### config.mk
export PLATFORM = sky130hd
export DESIGN_NAME = fifo_sync_param
export DESIGN_NICKNAME = d
export VERILOG_FILES = /design/src/rtl/fifo_sync_param.sv
export SDC_FILE = /design/constraint.sdc
export NUM_CORES = 1
export LEC_CHECK = 0
export ABC_AREA = 1
export CAP_MARGIN = 20
export CORE_MARGIN = 4
export CORE_UTILIZATION = 40
export CTS_BUF_LIST = sky130_fd_sc_hd__clkbuf_4 sky130_fd_sc_hd__clkbuf_8 sky130_fd_sc_hd__clkbuf_16
export CTS_CLUSTER_DIAMETER = 60
export DETAILED_ROUTE_END_ITERATION = 12
export PLACE_DENSITY = 0.66
export SYNTH_ARGS = -nofsm -noshare
export SYNTH_HDL_FRONTEND = slang
export SYNTH_SLANG_ARGS = --single-unit
### constraint.sdc
create_clock -name clk -period 2.3 [get_ports clk]
set_clock_uncertainty 0.1 [all_clocks]
set_input_delay 0.46 -clock clk [delete_from_list [all_inputs] [get_ports clk]]
set_output_delay 0.46 -clock clk [all_outputs]
set_load 0.05 [all_outputs]
### src/rtl/fifo_sync_param.sv
// Single-clock FIFO over a register array. The read port is either registered
// (one cycle after read) or first-word-fall-through, chosen by the FWFT parameter.
module fifo_sync_param #(
  parameter int DATA_WIDTH = 6,
  parameter int ADDR_WIDTH = 2,
  parameter int FWFT       = 0
) (
  input  logic                  clk,
  input  logic                  reset_L,
  input  logic                  write,
  input  logic [DATA_WIDTH-1:0] buff_in,
  input  logic                  read,
  input  logic                  err_clr,
  input  logic [ADDR_WIDTH:0]   umb_almost_full,
  input  logic [ADDR_WIDTH:0]   umb_almost_empty,
  output logic [DATA_WIDTH-1:0] buff_out,
  output logic                  valid_out,
  output logic [ADDR_WIDTH:0]   data_count,
  output logic                  fifo_full,
  output logic                  fifo_empty,
  output logic                  almost_full,
  output logic                  almost_empty,
  output logic                  overflow,
  output logic                  underflow
);

  localparam int DEPTH = 2 ** ADDR_WIDTH;
  localparam logic [ADDR_WIDTH:0]   FULL_COUNT = {1'b1, {ADDR_WIDTH{1'b0}}};
  localparam logic [ADDR_WIDTH:0]   CNT_ONE    = {{ADDR_WIDTH{1'b0}}, 1'b1};
  localparam logic [ADDR_WIDTH-1:0] PTR_ONE    = {{(ADDR_WIDTH-1){1'b0}}, 1'b1};

  logic [DATA_WIDTH-1:0] r_mem [DEPTH];
  logic [ADDR_WIDTH-1:0] r_wr_ptr;
  logic [ADDR_WIDTH-1:0] r_rd_ptr;
  logic [ADDR_WIDTH:0]   r_count;
  logic                  r_overflow;
  logic                  r_underflow;

  logic w_full;
  logic w_empty;
  logic w_rd_ok;
  logic w_wr_ok;

  assign w_full  = (r_count == FULL_COUNT);
  assign w_empty = (r_count == '0);
  assign w_rd_ok = read & ~w_empty;
  // A pop in the same cycle frees the slot, so a full FIFO still accepts the push.
  assign w_wr_ok = write & (~w_full | w_rd_ok);

  always_ff @(posedge clk) begin
    if (reset_L) begin
      r_wr_ptr    <= '0;
      r_rd_ptr    <= '0;
      r_count     <= '0;
      r_overflow  <= 1'b0;
      r_underflow <= 1'b0;
    end else begin
      if (w_wr_ok) r_wr_ptr <= r_wr_ptr + PTR_ONE;
      if (w_rd_ok) r_rd_ptr <= r_rd_ptr + PTR_ONE;
      case ({w_wr_ok, w_rd_ok})
        2'b10:   r_count <= r_count + CNT_ONE;
        2'b01:   r_count <= r_count - CNT_ONE;
        default: r_count <= r_count;
      endcase
      // A fresh rejection in the same cycle beats the clear.
      if (write & ~w_wr_ok)     r_overflow <= 1'b1;
      else if (err_clr)         r_overflow <= 1'b0;
      if (read & ~w_rd_ok)      r_underflow <= 1'b1;
      else if (err_clr)         r_underflow <= 1'b0;
    end
  end

  // Storage is deliberately left out of reset.
  always_ff @(posedge clk) begin
    if (!reset_L && w_wr_ok) r_mem[r_wr_ptr] <= buff_in;
  end

  generate
    if (FWFT != 0) begin : g_fwft
      assign buff_out  = w_empty ? '0 : r_mem[r_rd_ptr];
      assign valid_out = ~w_empty;
    end else begin : g_std
      logic [DATA_WIDTH-1:0] r_buff_out;
      logic                  r_valid_out;

      always_ff @(posedge clk) begin
        if (reset_L) begin
          r_buff_out  <= '0;
          r_valid_out <= 1'b0;
        end else if (w_rd_ok) begin
          r_buff_out  <= r_mem[r_rd_ptr];
          r_valid_out <= 1'b1;
        end else begin
          r_valid_out <= 1'b0;
        end
      end

      assign buff_out  = r_buff_out;
      assign valid_out = r_valid_out;
    end
  endgenerate

  assign data_count   = r_count;
  assign fifo_full    = w_full;
  assign fifo_empty   = w_empty;
  assign almost_full  = (umb_almost_full != '0) && (r_count >= umb_almost_full);
  assign almost_empty = (r_count <= umb_almost_empty);
  assign overflow     = r_overflow;
  assign underflow    = r_underflow;

endmodule
### After elaboration in Yosys (flattened, before gate mapping)

Memory sizes are Yosys's and may differ from the RTL's. A register that Yosys moved wholly into a read port is not among the register bits.
Index checks and enable logic that the tools add are counted.

* add/subtract/negate cells: 4
* magnitude comparators: 2
* eq/ne operators: 3
* muxes and demuxes: 7
* bitwise logic cells: 9
* reduce and logical (&&, ||, !) cells: 8

Operator list (number)
* $mux W1: 6
* $pmux W3 S2: 1
* $reduce_bool A2 Y1: 3
* $add A2 B1 Y2 const B: 2
* $and A1 B1 Y1: 4
* $not A1 Y1: 4
* $add A3 B1 Y3 const B: 1
* $eq A3 B3 Y1 const B: 1
* $ge A3 B3 Y1: 1
* $le A3 B3 Y1: 1
* $logic_not A3 Y1: 1
* $reduce_bool A3 Y1: 1
* $sub A3 B1 Y3 const B: 1
* $eq A2 B1 Y1 const B: 1
* $eq A2 B2 Y1 const B: 1
* $logic_and A1 B1 Y1: 2
* $logic_not A1 Y1: 1
* $or A1 B1 Y1: 1

* register bits: 10
* bits in writable memories: 24
* input port bits: 17
* output and inout bits: 16
* word-level logic and storage cells: 40
* memories: 1

Memory list
* r_mem: words 4, bits a word 6, rd ports 1, clocked after memory_dff 1, wr ports 1, line 32 `logic [DATA_WIDTH-1:0] r_mem [DEPTH];`

### Longest topological paths before layout

* word-level depth: 8
* gate-level depth with buffers: 11

### Worst setup path before layout

No wires, ideal clock.

* path type: reg2out
* from: reg r_count[0] (netlist: data_count[0])
* to: out almost_full
* data arrival time: 1777 ps
* data required time: 1740 ps
* setup slack: -37 ps
* stages on the path, launching flop included: 9
* buffers on the path: 0
* path through: dfxtp_1 > inv_1 > ha_1 > inv_1 > nand2_1 > a21oi_1 > nor2_1 > o32ai_1 > inv_1

* word-level cells in the longest chain between the ends: 2

RTL lines
* from (decl): line 35 `logic [ADDR_WIDTH:0] r_count;`
* from (signal assigned): line 61 `2'b10: r_count <= r_count + CNT_ONE;`
* from (signal assigned): line 62 `2'b01: r_count <= r_count - CNT_ONE;`
* from (signal assigned): line 63 `default: r_count <= r_count;`
* $ge A3 B3 Y1: line 106 `assign almost_full = (umb_almost_full != '0) && (r_count >= umb_almost_full);`
* $logic_and A1 B1 Y1: line 106
* to (decl): line 21 `output logic almost_full,`

No other way between the ends.

### Worst setup path after layout

* from: in umb_almost_full[2]
* to: out almost_full

* word-level cells in the longest chain between the ends: 2
* elaborated cells between the ends (all ways): 3

RTL lines
* from (decl): line 14 `input logic [ADDR_WIDTH:0] umb_almost_full,`
* $ge A3 B3 Y1 or $reduce_bool A3 Y1 (tied branches): line 106
* $logic_and A1 B1 Y1 *: line 106

Mark *: on every way between the ends. The rest lies on a longest branch, timed or not.

==> impl_results.md <==
* # setup viols final at 0
* Synth cell count leaders: nor2_1 (33), edfxtp_1 (24), inv_1 (21)
* Ant diodes at 0
* PD cells at 902 nW/um2
* GP Congestion at 0.772
* Routed len/inst at 12.1 um
* Synth cell types at 23
* Clk_lat worst skew at 0.29 ns
* Setup TNS at 0 ns
* Required time of the worst setup path at 1.74 ns
* Period minus WS final at 2.24 ns
* Inserted Clock Buffers at 5
* Hold_ws at 0.369 ns
* Clock slew at reported path FFs at 0.08 ns
* Slew @ Worst Pin at 0.515 ns
* Async set or reset register ratio after synthesis at 0%
* Count leader, synth: nor2_1
* Clock tree from TritonCTS: yes
* Area of the multi-input gates at 671 um2
* Post-Syn Nets at 209
* First-pass GRT wire length at 5350 um
* Die Footprint at 5730 um2
* Critical path class: in -> out
* Number of global-route vias before repair at 1161
* Placed wire-length estimate at 2450 um
* ANT nets after route at 0
* Top-area cell type share of the netlist area at 39.3%
* Post-synth EDFFs at 24
* Sequential cell area at 1040 um2
* Total number of vias at 1325
* Top area cells in the synthesized netlist: edfxtp_1 (39%), dfxtp_1 (17%), ha_1 (6.8%), nor2_1 (6.8%), inv_1 (4.3%)
* Initial core utilization at 41.8%
* Core area at 4380 um2
* Final instance area at 2360 um2
* Syn Inst Count at 181
* Layout cells sized above 1 at 16.8%
* Clk network pwr share at 21.5%
* Sequential share of the synthesized area at 56.8%
* Final hold vios at 0
* Overall routed net length at 3350 um
* Placed Area at 2250 um2
* Layout Nets at 253
* Violation count after the first detailed-route iteration at 94
* Hold Crit Class: reg -> reg
* Commonest register cell after synthesis: edfxtp_1
* Router iterations before antenna repair at 4
* Switching pwr at 788 uW
* RSZ-0062 raised after global routing: false
* Max Cap Viol at 0
* Syn avg cell area at 10.1 um2
* Syn-to-layout area delta at 28.6%
* Row count at 24
* Lkg Pwr at 0.959 nW
* Global Route Usage Sum at 12.8%
* H-Tree Depth at 2
* I/O pins at 33
* Synth Register Bits at 40
* Vias per cell at 4.77
* CTS Sinks at 40
* Period Utilization, post-route at 97.4%
* Fill count at 403
* Relative slew slack at 65.6%
* Max Fclk at 447 MHz
* IO buf count at 32
* DRC Markers at 0
* Critical Path Fanout Max at 2
* CTS max path bufs at 2
* Sequential share of power at 41.7%
* Status: finished, final reports clean
* Largest net degree at the start of global routing at 15
* Pint at 1.34 mW
* Root buffer selected by CTS: clkbuf_8
* Peak VDD IR at 0.466 mV
* Die Y at 75.7 um
* Mapped cell area at 1830 um2
* Critical Path End Type: output pin
* Antenna violations before repair at 0
* Grt ovf at 0
* Switch share at 37.1%
* YS warnings at 0
* Logic pwr share at 36.8%
* Crit path DAT at 1.68 ns
* Worst setup SP type: input pin
* Slew Limit Fails at 0
* Die Wd at 75.7 um
* Cell taking the most area after synthesis: edfxtp_1
## through the flow
| stage | std cells | setup slack, ns | util, % | power, mW |
|---|---|---|---|---|
| after floorplan | 181 | 0.151 | - | 1.44 |
| after global placement | 270 | -0.0450 | 51.4 | 1.67 |
| after detailed placement | 270 | -0.0727 | 51.4 | 1.68 |
| after CTS | 278 | 0.0154 | 53.5 | 2.13 |
| after global routing | 278 | 0.00456 | 53.7 | 2.25 |
| final | 278 | 0.0609 | 53.7 | 2.13 |
## layout by cell type, fill, tap and decap left out
cell type,n
a21boi_1,1
a21oi_1,10
buf_12,1
buf_4,11
buf_6,1
clkbuf_4,1
clkbuf_8,5
clkdlybuf4s50_1,26
clkinv_2,1
clkinvlp_4,1
dfxtp_1,15
dfxtp_2,1
dlygate4sd2_1,2
edfxtp_1,24
fa_1,1
ha_1,9
ha_4,1
inv_1,20
inv_2,6
nand2_1,11
nand2_2,4
nand2_4,2
nand3_1,6
nand3_4,1
nand4_1,1
nand4_4,1
nor2_1,33
nor2_4,1
o21ai_0,12
o21ai_1,10
o22ai_1,6
o32ai_1,1
## sequential cells by signal, indices dropped and copies added (netlist names)
name and cells:
buff_out 6, data_count 3, overflow 1, r_mem 24, r_rd_ptr 2, r_wr_ptr 2
underflow 1, valid_out 1
## worst paths after layout
kind,start,slack (ns),to,cells past startpoint
max,umb_almost_full[2],0.06,almost_full,8
min,overflow$_SDFFE_PP0P_,0.37,overflow$_SDFFE_PP0P_,2
max reg2reg,data_count[2]$_SDFFE_PP0P_,0.45,data_count[2]$_SDFFE_PP0P_,10
min reg2reg,overflow$_SDFFE_PP0P_,0.37,overflow$_SDFFE_PP0P_,2
## repair_timing
| item | in CTS | in global routing |
|---|---|---|
| setup buffers | 0 | 0 |
| hold buffers | 0 | 0 |
| endpoints found under the hold margin | 0 | 0 |
| endpoints found under the setup margin | 1 | 2 |
| gates resized for setup | 3 | 3 |
| pin swaps | 1 | 2 |
## critical path, cell delays in order
cell             delay [ns]
clkdlybuf4s50_1        0.48
inv_1                  0.05
ha_1                   0.26
inv_1                  0.05
nor2_1                 0.04
o32ai_1                0.10
inv_1                  0.08
buf_6                  0.16
## power by group through the flow
| stage | clock, mW | combinational [mW] | sequential, mW |
|---|---|---|---|
| after floorplan | 0 | 0.408 | 1.03 |
| after global placement | 0 | 0.773 | 0.899 |
| after detailed placement | 0 | 0.780 | 0.900 |
| after CTS | 0.465 | 0.785 | 0.884 |
| after global routing | 0.503 | 0.855 | 0.897 |
| final | 0.457 | 0.783 | 0.886 |
## metal layers
metal,global-route usage (%),up-vias,share of wire [%]
li1,-,698,-
met1,16.9,593,47
met2,19.4,32,46
met3,3.96,2,6.2
met4,5.44,0,1.1
met5,0,-,0
## cell type report
class | count | share of cell area [%]
Multi-Input combinational cell | 111 | 28.5
Timing Repair Buffer | 41 | 16.6
Tap cell | 52 | 2.76
Clock inverter | 2 | 0.531
Inverter | 26 | 4.14
Sequential cell | 40 | 44.2
Clock buffer | 6 | 3.24
## cells by family (layout without fill, tap and decap cells)
logic type	after synthesis	count (layout)	share of synthesized area, %
and+or+nand+nor	60	60	16.3
AOI/OAI and AO/OA	40	40	11.7
DFF	40	40	56.8
buffers and inverters	30	75	7.24
adders and majority gates	11	11	7.92
(Power assumes the default switching activity.)
